`src/rtl/uart_tx_arbiter.sv`:
```
// rtl/uart_tx_arbiter.sv - packet-level arbiter sharing one UART_tx between two byte-stream clients

module uart_tx_arbiter #(
    parameter int WDOG_CYCLES = 1023
) (
    input  logic       clk,
    input  logic       rst_n,
    input  logic       req0,
    input  logic       req1,
    input  logic       valid0,
    input  logic       valid1,
    input  logic [7:0] data0,
    input  logic [7:0] data1,
    input  logic       last0,
    input  logic       last1,
    output logic       gnt0,
    output logic       gnt1,
    output logic       ack0,
    output logic       ack1,
    output logic       pkt_done,
    output logic       abort,
    output logic       busy,
    output logic       trmt,
    output logic [7:0] tx_data,
    input  logic       tx_done
);

    typedef enum logic [1:0] {IDLE, GRANT, SEND, WAIT} state_t;

    state_t     state;
    state_t     state_next;
    logic       gnt0_next;
    logic       gnt1_next;
    logic       prio;
    logic       prio_next;
    logic       last_flag;
    logic       capture;
    logic       sel_valid;
    logic [7:0] sel_data;
    logic       sel_last;
    logic       stall_hit;

    assign sel_valid = gnt1 ? valid1 : valid0;
    assign sel_data  = gnt1 ? data1  : data0;
    assign sel_last  = gnt1 ? last1  : last0;

    assign busy = (state != IDLE);
    assign trmt = (state == SEND);

`ifdef TX_ARB_WDOG_EN
    localparam logic [15:0] WDOG_LAST = 16'(WDOG_CYCLES - 1);

    logic [15:0] stall_cnt;

    always_ff @(posedge clk or negedge rst_n) begin
        if (!rst_n) begin
            stall_cnt <= '0;
        end else if (state == GRANT && state_next == GRANT) begin
            stall_cnt <= stall_cnt + 16'd1;
        end else begin
            stall_cnt <= '0;
        end
    end

    assign stall_hit = (state == GRANT) && !sel_valid && (stall_cnt == WDOG_LAST);
`else
    assign stall_hit = 1'b0;
`endif

    always_ff @(posedge clk or negedge rst_n) begin
        if (!rst_n) begin
            state     <= IDLE;
            gnt0      <= 1'b0;
            gnt1      <= 1'b0;
            prio      <= 1'b0;
            tx_data   <= 8'h00;
            last_flag <= 1'b0;
        end else begin
            state <= state_next;
            gnt0  <= gnt0_next;
            gnt1  <= gnt1_next;
            prio  <= prio_next;
            if (capture) begin
                tx_data   <= sel_data;
                last_flag <= sel_last;
            end
        end
    end

    always_comb begin
        state_next = state;
        gnt0_next  = gnt0;
        gnt1_next  = gnt1;
        prio_next  = prio;
        capture    = 1'b0;
        ack0       = 1'b0;
        ack1       = 1'b0;
        pkt_done   = 1'b0;
        abort      = 1'b0;

        case (state)
            IDLE: begin
                if (req0 || req1) begin
                    if (req0 && (!req1 || !prio)) begin
                        gnt0_next = 1'b1;
                    end else begin
                        gnt1_next = 1'b1;
                    end
                    state_next = GRANT;
                end
            end

            GRANT: begin
                if (sel_valid) begin
                    ack0       = gnt0;
                    ack1       = gnt1;
                    capture    = 1'b1;
                    state_next = SEND;
                end else if (stall_hit) begin
                    abort      = 1'b1;
                    gnt0_next  = 1'b0;
                    gnt1_next  = 1'b0;
                    prio_next  = gnt0;
                    state_next = IDLE;
                end
            end

            SEND: begin
                state_next = WAIT;
            end

            WAIT: begin
                if (tx_done) begin
                    if (last_flag) begin
                        pkt_done   = 1'b1;
                        gnt0_next  = 1'b0;
                        gnt1_next  = 1'b0;
                        prio_next  = gnt0;
                        state_next = IDLE;
                    end else begin
                        state_next = GRANT;
                    end
                end
            end

            default: begin
                state_next = IDLE;
            end
        endcase
    end

endmodule

```
`config.mk`:
```
export PLATFORM = sky130hd
export DESIGN_NAME = uart_tx_arbiter
export DESIGN_NICKNAME = d
export VERILOG_FILES = /design/src/rtl/uart_tx_arbiter.sv
export SDC_FILE = /design/constraint.sdc
export NUM_CORES = 1
export LEC_CHECK = 0
export ABC_AREA = 0
export ABC_CLOCK_PERIOD_IN_PS = 1500
export BUFFER_PORTS_ARGS = -buffer_cell sky130_fd_sc_hd__buf_2
export CORE_MARGIN = 2
export CORE_UTILIZATION = 40
export CTS_CLUSTER_SIZE = 8
export DETAILED_ROUTE_END_ITERATION = 8
export PLACE_DENSITY = 0.82
export SYNTH_ARGS = -nofsm -noshare
export SYNTH_HDL_FRONTEND = slang
export SYNTH_SLANG_ARGS = --single-unit
```
`constraint.sdc`:
```
create_clock -name clk -period 1.5 [get_ports clk]
set_input_delay 0.3 -clock clk [delete_from_list [all_inputs] [get_ports clk]]
set_output_delay 0.3 -clock clk [all_outputs]
set_load 0.01 [all_outputs]
```
==> flow_metrics.py, run 1 <==
metrics = {
    "run": {
        "timing.max_cap.violations": 0,
    },
    "hold_path": {
        "min_to": "last_flag$_DFFE_PN0P_",
        "min_path_cells": 3,
        "hp-start": "last0",
        "min_path_type": "input port to flip-flop",
    },
    "placement": {
        "dp_hpwl_um": 1380,
        "routabilityCongestion": 0.717,
        "dp_cells": 147,
        "place.port_buffers": 39,
    },
    "synthesis": {
        "synth_flop_cell": "dfrtp_1",
        "syn_area_um2": 822,
        "synth.most_common_cell": "dfrtp_1",
        "synth-xor-area-share_pct": 0,
        "ys_seq_area_share_pct": 42.6,
        "yosysTopAreaCell": "dfrtp_1",
        "synth_top_area_share_pct": 42.6,
        "synth_fa_ha_area_share_pct": 9.13,
        "async_reset_ff_share_pct": 100,
        "synth_top_family_by_area": "multiplexers",
        "synth_cell_types": 25,
        "syn_avg_cell_area_um2": 10.1,
        "synth_warnings": 0,
        "syn_nets": 112,
        "synth_area_leaders": "dfrtp_1 43%, mux2i_1 13%, ha_1 9.1%",
        "netlist_top_cells_count": "14 x dfrtp_1, 11 x mux2i_1, 10 x nor2_1, 9 x a21oi_1, 6 x ha_1",
        "synth_compound_area_share_pct": 12.8,
        "syn-instance-count": 81,
        "synth_edf_count": 0,
        "synth-seq-cells": 14,
        "synthMuxAreaShare_pct": 14.8,
        "synth-simple-area-share_pct": 14.6,
    },
    "setup_path": {
        "cp_top_family": "flip-flops",
        "timing.rr.end": "state[0]$_DFFE_PN0P_",
        "slowest_stage": "dfrtp_1",
        "rr_worst_depth": 6,
        "crit_fanout": 2,
        "worst_setup_path_start_kind": "flip-flop",
        "required_ns": 1.20,
        "critPathBufInv": 1,
        "path_class": "flip-flop to output port",
        "end_kind": "output port",
        "crit_chain": "mux2i_4, nor2b_4, and2_4, buf_6",
        "r2r_slack_ns": 0.03,
        "r2r-start": "state[0]$_DFFE_PN0P_",
        "critPathArrivalTime_ns": 1.30,
        "critPathMaxStageDelay_ns": 0.43,
    },
    "pwr": {
        "vdd_drop_max_v": 0.000958,
        "power_mw": 2.50,
        "cellPowerDensity_nw_per_um2": 1960,
        "internal_power_mw": 1.50,
        "p_clk_share_pct": 10.9,
        "p_seq_share_pct": 27.8,
        "switchingPower_uw": 995,
        "leakagePower_nw": 0.648,
        "switching_share_pct": 39.8,
        "combPwrFrac_pct": 61.4,
    },
    "cts": {
        "numClockSinks": 14,
        "cts-root-buf": "clkbuf_4",
        "clock_latency_ns": 0.28,
        "cts_tree": "built",
        "cts_buffer_depth": 2,
        "cts.htree.levels": 1,
        "clk_pin_slew_ns": 0.08,
        "cts_inserted_buffers": 3,
    },
    "sta": {
        "setup_slack_ns": -0.0963,
        "finalHoldViolCount": 0,
        "period_minus_slack_ns": 1.60,
        "rsz0062_at_grt": "true",
        "setup_viol": 5,
        "fmax_ghz": 0.626,
        "finalMaxSlewViolations": 0,
        "setup_tns_ns": -0.355,
        "skew_ns": 0.00218,
        "fin_crit_sh_pct": 106,
    },
    "drt": {
        "via_per_inst": 4.87,
        "dr.pass1.iters": 4,
        "wl_per_cell_um": 12.9,
        "totalWireLength_um": 2050,
        "post-route-drc-count": 0,
        "dr_total_vias": 775,
        "postRouteAntennaNets": 0,
        "drtIter0Drc": 11,
    },
    "global_routing": {
        "grt_pass1_vias": 767,
        "antenna_found_initial": 0,
        "grt_overflow": 0,
        "grt_max_degree": 19,
        "grt_usage_pct": 18.6,
        "grt_pass1_wl_um": 3330,
    },
    "run_status": {
        "violations": "setup timing",
        "status": "finished with violations",
    },
    "floorplan": {
        "die_h_um": 49.3,
        "die_x_um": 49.3,
        "io_pins": 41,
        "die-area_um2": 2430,
        "placementRows": 16,
        "core_um2": 1940,
        "start_util_pct": 42.3,
    },
    "final_layout": {
        "finalNetCount": 164,
        "drive_above_1_share_pct": 55.3,
        "utilization_pct": 65.6,
        "antenna_cells": 0,
        "fin_cells": 159,
        "areaGrowthSynthToFinish_pct": 54.9,
    },
}
-- stage by stage --
step | hold WS [ns] | setup slack (ns) | instance area (µm²)
5_1_grt | 0.319 | -0.176 | 1270
6_report | 0.305 | -0.0963 | 1270
3_5_place_dp | 0.209 | -0.0427 | 1050
4_1_cts | 0.308 | -0.0968 | 1220
3_3_place_gp | 0.209 | 0.0761 | 1050
2_1_floorplan | 0.00441 | 0.0489 | 822
-- final cells by class --
class                           count  area (µm²)
Timing Repair Buffer               51         312
Tap cell                           27        33.8
Multi-Input combinational cell     59         526
Sequential cell                    14         352
Fill cell                         163         668
Inverter                            4        15.0
Clock buffer                        4        36.3
-- cell usage in the layout, fill, tap and decap left out, drive strengths merged --
cell         count
nand2            3
dfrtp           14
a31o             1
mux2             1
buf             50
a21oi           10
and2             1
a211oi           1
nor3b            1
dlygate4sd3      1
o21ai            2
conb             1
inv              4
and3             2
a31oi            2
a22oi            1
nor2b            4
ha               6
nor3             2
clkbuf           4
nor2            10
mux2i           11
-- kinds of logic after synthesis --
| logic type | count (synthesis) |
|---|---|
| DFF | 14 |
| adders and majority gates | 6 |
| AOI/OAI and AO/OA | 17 |
| buffers and inverters | 8 |
| muxes | 12 |
| other | 1 |
| and+or+nand+nor | 23 |
-- power by group through the flow --
stage	logic (mW)	clock network, mW	registers [mW]
after floorplan	0.711	0	0.735
after global placement	1.09	0	0.672
after detailed placement	1.14	0	0.686
after CTS	1.41	0.275	0.685
after global routing	1.68	0.300	0.721
final	1.53	0.272	0.694
-- worst max-delay path by stage --
| stage | startpoint | to | slack, ns | depth (start not counted) |
|---|---|---|---|---|
| global placement | state[1]$_DFFE_PN0P_ | state[0]$_DFFE_PN0P_ | 0.08 | 6 |
| finish | gnt1$_DFFE_PN0P_ | ack0 | -0.1 | 4 |
| CTS | state[0]$_DFFE_PN0P_ | ack0 | -0.1 | 4 |
| global route | state[1]$_DFFE_PN0P_ | ack0 | -0.18 | 5 |
| detailed placement | state[1]$_DFFE_PN0P_ | state[0]$_DFFE_PN0P_ | -0.04 | 6 |
| floorplan | state[0]$_DFFE_PN0P_ | state[0]$_DFFE_PN0P_ | 0.05 | 6 |
-- tightest hold or removal path, stage by stage --
cell,delay (ns)
buf_2,0.07
mux2i_1,0.05
a21oi_1,0.12
-- state kept, by name (all words and copies together), names as in the netlist --
| register | count |
|---|---|
| prio | 1 |
| state | 2 |
| tx_data | 8 |
| gnt1 | 1 |
| gnt0 | 1 |
| last_flag | 1 |
-- per-layer routing --
metal | global-route usage [%] | share of wire [%] | vias up
met4 | 7.14 | 0.83 | 0
met1 | 18.6 | 38 | 356
met3 | 4.91 | 6.8 | 4
li1 | - | - | 380
met2 | 36.0 | 54 | 35
met5 | 0 | 0 | -
-- repair_timing --
action | CTS | global route
buffers inserted | 6 | 1
gates resized for setup | 19 | 10
setup endpoints to repair | 8 | 8
pin swaps | 4 | 4
hold buffers | 1 | 0
hold endpoints to repair | 14 | 0
Note: power is estimated with default switching activity, not from simulation.
==> inputs of run 2 (changes only) <==
CTS_BUF_LIST = sky130_fd_sc_hd__clkbuf_4 sky130_fd_sc_hd__clkbuf_8 sky130_fd_sc_hd__clkbuf_16   (was default)
SETUP_SLACK_MARGIN = 0.02   (was default)
==> flow_metrics.py, run 2 (synthesis gave the netlist of run 1 again) <==
metrics = {
    "setup_path": {
        "crit_chain": "mux2i_4, nor2b_4, and2_4, buf_6",
        "path_class": "flip-flop to output port",
        "critPathArrivalTime_ns": 1.30,
        "required_ns": 1.20,
        "slowest_stage": "dfrtp_1",
        "crit_fanout": 2,
        "worst_setup_path_start_kind": "flip-flop",
        "end_kind": "output port",
        "critPathMaxStageDelay_ns": 0.43,
    },
    "final_layout": {
        "regMostFlops": "tx_data",
        "finalNetCount": 163,
        "largest_reg_flops": 8,
        "antenna_cells": 0,
        "areaGrowthSynthToFinish_pct": 54.0,
        "final_common_cell": "buf_2",
        "drive_above_1_share_pct": 55.0,
        "final_cell_mix": "37 x buf_2, 13 x dfrtp_1, 10 x mux2i_1, 10 x nor2_1, 9 x a21oi_1",
        "reg.largest.list": "tx_data: 8 flops, state: 2 flops",
        "fill_cells": 163,
    },
    "sta": {
        "fin_crit_sh_pct": 106,
        "finalMaxSlewViolations": 0,
        "period_minus_slack_ns": 1.60,
        "fmax_ghz": 0.626,
        "setup_slack_ns": -0.0966,
        "setup_viol": 5,
        "skew_ns": 0.00175,
        "finalHoldViolCount": 0,
        "rsz0062_at_grt": "true",
        "setup_tns_ns": -0.355,
    },
    "drt": {
        "postRouteAntennaNets": 0,
        "via_per_inst": 4.82,
        "post-route-drc-count": 0,
        "dr.pass1.iters": 4,
        "wl_per_cell_um": 12.9,
        "dr_total_vias": 761,
        "totalWireLength_um": 2030,
        "drtIter0Drc": 11,
    },
    "hold_path": {
        "min_path_type": "input port to flip-flop",
    },
    "floorplan": {
        "die-area_um2": 2430,
        "placementRows": 16,
        "start_util_pct": 42.3,
        "die_x_um": 49.3,
        "core_um2": 1940,
        "die_h_um": 49.3,
        "io_pins": 41,
    },
    "cts": {
        "clock_latency_ns": 0.28,
        "cts_buffer_depth": 2,
        "cts_inserted_buffers": 3,
        "cts.htree.levels": 1,
        "cts-root-buf": "clkbuf_4",
        "cts_tree": "built",
        "numClockSinks": 14,
        "clk_pin_slew_ns": 0.08,
    },
    "pwr": {
        "cellPowerDensity_nw_per_um2": 1960,
        "vdd_drop_max_v": 0.000999,
        "leakagePower_nw": 0.642,
        "power_mw": 2.49,
    },
    "global_routing": {
        "grt_pass1_wl_um": 3330,
        "antenna_found_initial": 0,
        "grt_max_degree": 19,
        "grt_pass1_vias": 767,
        "grt_overflow": 0,
        "grt_usage_pct": 18.6,
    },
    "run": {
        "timing.max_cap.violations": 0,
    },
    "run_status": {
        "status": "finished with violations",
        "violations": "setup timing",
    },
    "placement": {
        "dpl_worst_slack_ns": -0.0427,
        "place.port_buffers": 39,
        "dp_hpwl_um": 1380,
        "routabilityCongestion": 0.717,
    },
}
==> run 2: cell types whose count changed in the layout (fill, tap and decap cells not counted) <==
cell	delta
buf_4	-1
==> run 2: power breakdown <==
group | internal (mW) | leakage (nW) | switching (mW) | total [mW]
Sequential | 0.563 | 0.152 | 0.131 | 0.694
Combinational | 0.784 | 0.469 | 0.737 | 1.52
Clock | 0.148 | 0.0210 | 0.124 | 0.272
Total | 1.49 | 0.642 | 0.991 | 2.49
==> run 2: per-stage QoR <==
| stage | util (%) | hold WS (ns) | cell area [µm²] | cells |
|---|---|---|---|---|
| after floorplan | - | 0.00441 | 822 | 81 |
| after global placement | 54.1 | 0.209 | 1050 | 147 |
| after detailed placement | 54.1 | 0.209 | 1050 | 147 |
| after CTS | 62.9 | 0.308 | 1220 | 158 |
| after global routing | 65.2 | 0.319 | 1270 | 158 |
| final | 65.2 | 0.306 | 1270 | 158 |
==> run 2: timing repair <==
action	in CTS	in global routing
resized for setup	19	10
endpoints found under the setup margin	9	10
hold endpoints to repair	14	0
pin swaps	4	4
buffers inserted	6	1
hold buffers	1	0
==> run 2: metal layers <==
layer,part of all wire [%],track usage (%)
met5,0,0
met4,0.84,7.14
met3,6.5,4.91
met2,55,36.0
met1,38,18.6
==> run 2: final cells by class <==
cell class	count	area, µm²	area share [%]
tap	27	33.8	2.67
multi-input combinational	59	526	41.5
clock buffer	4	36.3	2.87
inverter	4	15.0	1.19
timing repair buffer	50	304	24.0
sequential	14	352	27.8
==> run 2: final timing paths <==
kind	from	end	slack (ns)	depth (start not counted)
hold / removal	last0	last_flag$_DFFE_PN0P_	0.31	3
min in group asynchronous	rst_n	gnt1$_DFFE_PN0P_	0.45	2
setup / recovery	gnt1$_DFFE_PN0P_	ack0	-0.1	4
setup reg to reg	state[0]$_DFFE_PN0P_	state[0]$_DFFE_PN0P_	0.03	6
hold reg to reg	tx_data[1]$_DFFE_PN0P_	tx_data[1]$_DFFE_PN0P_	0.52	2
max in group asynchronous	rst_n	state[0]$_DFFE_PN0P_	0.80	2
==> run 2: critical path, delay by kind of cell (launching register included) <==
kind / cells / cell delay, ns
muxes: 1 / 0.29
and+or+nand+nor: 2 / 0.19
DFF: 1 / 0.43
buffers and inverters: 1 / 0.11
==> inputs of run 3 (changes only) <==
ABC_AREA = 1   (was 0)
CORE_ASPECT_RATIO = 1.75   (was default)
CORE_UTILIZATION = 42   (was 40)
==> flow_metrics.py, run 3 <==
metrics = {
    "sta": {
        "rsz0062_at_grt": "true",
        "setup_tns_ns": -0.128,
        "setup_viol": 2,
        "fin_crit_sh_pct": 104,
        "skew_ns": 0.00429,
        "finalHoldViolCount": 0,
        "period_minus_slack_ns": 1.57,
        "fmax_ghz": 0.639,
        "finalMaxSlewViolations": 0,
        "setup_slack_ns": -0.0650,
    },
    "global_routing": {
        "grt_pass1_vias": 949,
        "grt_overflow": 0,
        "grt_max_degree": 15,
        "grt_pass1_wl_um": 4110,
        "antenna_found_initial": 0,
        "grt_usage_pct": 22.6,
    },
    "placement": {
        "place.port_buffers": 39,
        "dp_hpwl_um": 1810,
        "routabilityCongestion": 0.801,
        "dp_cells": 170,
    },
    "setup_path": {
        "cp_top_family": "flip-flops",
        "rr_worst_depth": 7,
        "crit_fanout": 4,
        "critPathArrivalTime_ns": 1.27,
        "r2r-start": "state[0]$_DFFE_PN0P_",
        "required_ns": 1.20,
        "end_kind": "output port",
        "timing.rr.end": "state[0]$_DFFE_PN0P_",
        "critPathMaxStageDelay_ns": 0.46,
        "critPathBufInv": 3,
        "r2r_slack_ns": 0.09,
        "slowest_stage": "dfrtp_2",
        "crit_chain": "inv_4, ha_4, inv_2, nor2_2, buf_2",
        "path_class": "flip-flop to output port",
        "worst_setup_path_start_kind": "flip-flop",
    },
    "final_layout": {
        "drive_above_1_share_pct": 57.8,
        "antenna_cells": 0,
        "final_cell_mix": "36 x buf_2, 21 x nand2_1, 12 x dfrtp_1",
        "final_common_cell": "buf_2",
        "areaGrowthSynthToFinish_pct": 42.5,
        "reg.largest.list": "tx_data: 8 flops, state: 2 flops",
        "largest_reg_flops": 8,
        "regMostFlops": "tx_data",
        "finalNetCount": 187,
        "fin_cells": 179,
    },
    "cts": {
        "clock_latency_ns": 0.25,
        "cts_buffer_depth": 2,
        "cts_inserted_buffers": 3,
        "clk_pin_slew_ns": 0.06,
        "cts.htree.levels": 1,
        "cts_tree": "built",
        "cts-root-buf": "clkbuf_8",
        "numClockSinks": 14,
    },
    "floorplan": {
        "die_x_um": 40.5,
        "start_util_pct": 43.5,
        "io_pins": 41,
        "die-area_um2": 2740,
        "placementRows": 23,
        "core_um2": 2240,
        "die_h_um": 67.8,
    },
    "synthesis": {
        "syn_area_um2": 977,
        "synth_warnings": 0,
        "syn_avg_cell_area_um2": 9.31,
        "synth_edf_count": 0,
        "synth_cell_types": 20,
        "ys_seq_area_share_pct": 35.9,
        "synth.most_common_cell": "nand2_1",
        "syn_nets": 136,
        "synth_top_area_share_pct": 35.9,
        "yosysTopAreaCell": "dfrtp_1",
        "async_reset_ff_share_pct": 100,
        "synth-seq-cells": 14,
        "syn-instance-count": 105,
        "netlist_top_cells_count": "22 x nand2_1, 14 x dfrtp_1, 10 x inv_1, 10 x nand2_4",
        "synth_flop_cell": "dfrtp_1",
        "synth_area_leaders": "dfrtp_1 36%, nand2_4 12%, mux2i_1 9.2%",
    },
    "pwr": {
        "cellPowerDensity_nw_per_um2": 2150,
        "combPwrFrac_pct": 63.0,
        "p_seq_share_pct": 26.7,
        "vdd_drop_max_v": 0.00118,
        "p_clk_share_pct": 10.3,
        "internal_power_mw": 1.62,
        "leakagePower_nw": 0.730,
        "switching_share_pct": 45.9,
        "switchingPower_mw": 1.37,
    },
    "drt": {
        "wl_per_cell_um": 15.1,
        "dr.pass1.iters": 4,
        "post-route-drc-count": 0,
        "via_per_inst": 5.10,
        "drtIter0Drc": 7,
        "dr_total_vias": 913,
        "totalWireLength_um": 2710,
        "postRouteAntennaNets": 0,
    },
    "run": {
        "timing.max_cap.violations": 0,
    },
    "hold_path": {
        "hp-start": "data0[3]",
        "min_path_cells": 3,
        "min_path_type": "input port to flip-flop",
        "min_to": "tx_data[3]$_DFFE_PN0P_",
    },
    "run_status": {
        "status": "finished with violations",
        "violations": "setup timing",
    },
}
[run 3: final cells by class]
type	instances	area, µm²
sequential	14	353
clock buffer	3	41.3
inverter	12	47.5
fill	183	852
timing repair buffer	49	299
tap	25	31.3
multi-input combinational	76	621
[run 3: worst max-delay path by stage]
stage,cells past startpoint,from,end
2_1_floorplan,5,state[1]$_DFFE_PN0P_,ack0
3_3_place_gp,5,state[1]$_DFFE_PN0P_,ack1
3_5_place_dp,6,state[0]$_DFFE_PN0P_,state[0]$_DFFE_PN0P_
4_1_cts,5,state[0]$_DFFE_PN0P_,ack1
5_1_grt,5,state[1]$_DFFE_PN0P_,ack1
6_report,5,state[1]$_DFFE_PN0P_,ack1
[run 3: logic make-up after synthesis]
kind of cell               Yosys count  share of synthesized area (%)
and+or+nand+nor                     47                           28.8
DFF                                 14                           35.9
muxes                                9                           9.22
adders and majority gates            6                           7.68
other                                1                          0.384
buffers and inverters               15                           7.94
AOI/OAI and AO/OA                   13                           10.1
[run 3: stage by stage]
step                power, mW  hold slack (ns)  worst slack (ns)  utilization [%]  instance area [µm²]
finish                   2.99            0.319           -0.0650             62.0                 1390
global route             3.20            0.332            -0.107             62.0                 1390
CTS                      2.79            0.325           -0.0245             59.3                 1330
detailed placement       2.29            0.215            0.0388             53.6                 1200
global placement         2.21            0.208             0.142             53.6                 1200
floorplan                1.87          0.00441            0.0504                -                  980
[run 3: timing repair]
item / CTS / global route
setup buffers: 4 / 1
setup endpoints to repair: 6 / 8
pin swaps: 4 / 4
endpoints found under the hold margin: 14 / 0
hold buffers: 1 / 0
gates resized for setup: 13 / 12
[run 3: power by group through the flow]
stage | sequential, mW | combinational, mW | clock [mW]
after floorplan | 0.804 | 1.07 | 0
after global placement | 0.751 | 1.46 | 0
after detailed placement | 0.765 | 1.52 | 0
after CTS | 0.773 | 1.71 | 0.309
after global routing | 0.820 | 2.05 | 0.324
final | 0.797 | 1.88 | 0.309
[run 3: routing by layer]
metal | up-vias | part of all wire (%) | global-route usage (%)
met1 | 434 | 32 | 20.5
met3 | 10 | 4.7 | 4.22
li1 | 431 | - | -
met2 | 38 | 59 | 42.3
met5 | - | 0 | 0
met4 | 0 | 3.5 | 12.9
[run 3: worst reg2reg max path, delay by kind of cell (launching register included)]
kind | cells | cell delay (ns)
AOI/OAI and AO/OA | 2 | 0.25
and+or+nand+nor | 2 | 0.18
DFF | 1 | 0.45
adders and majority gates | 1 | 0.18
buffers and inverters | 2 | 0.23
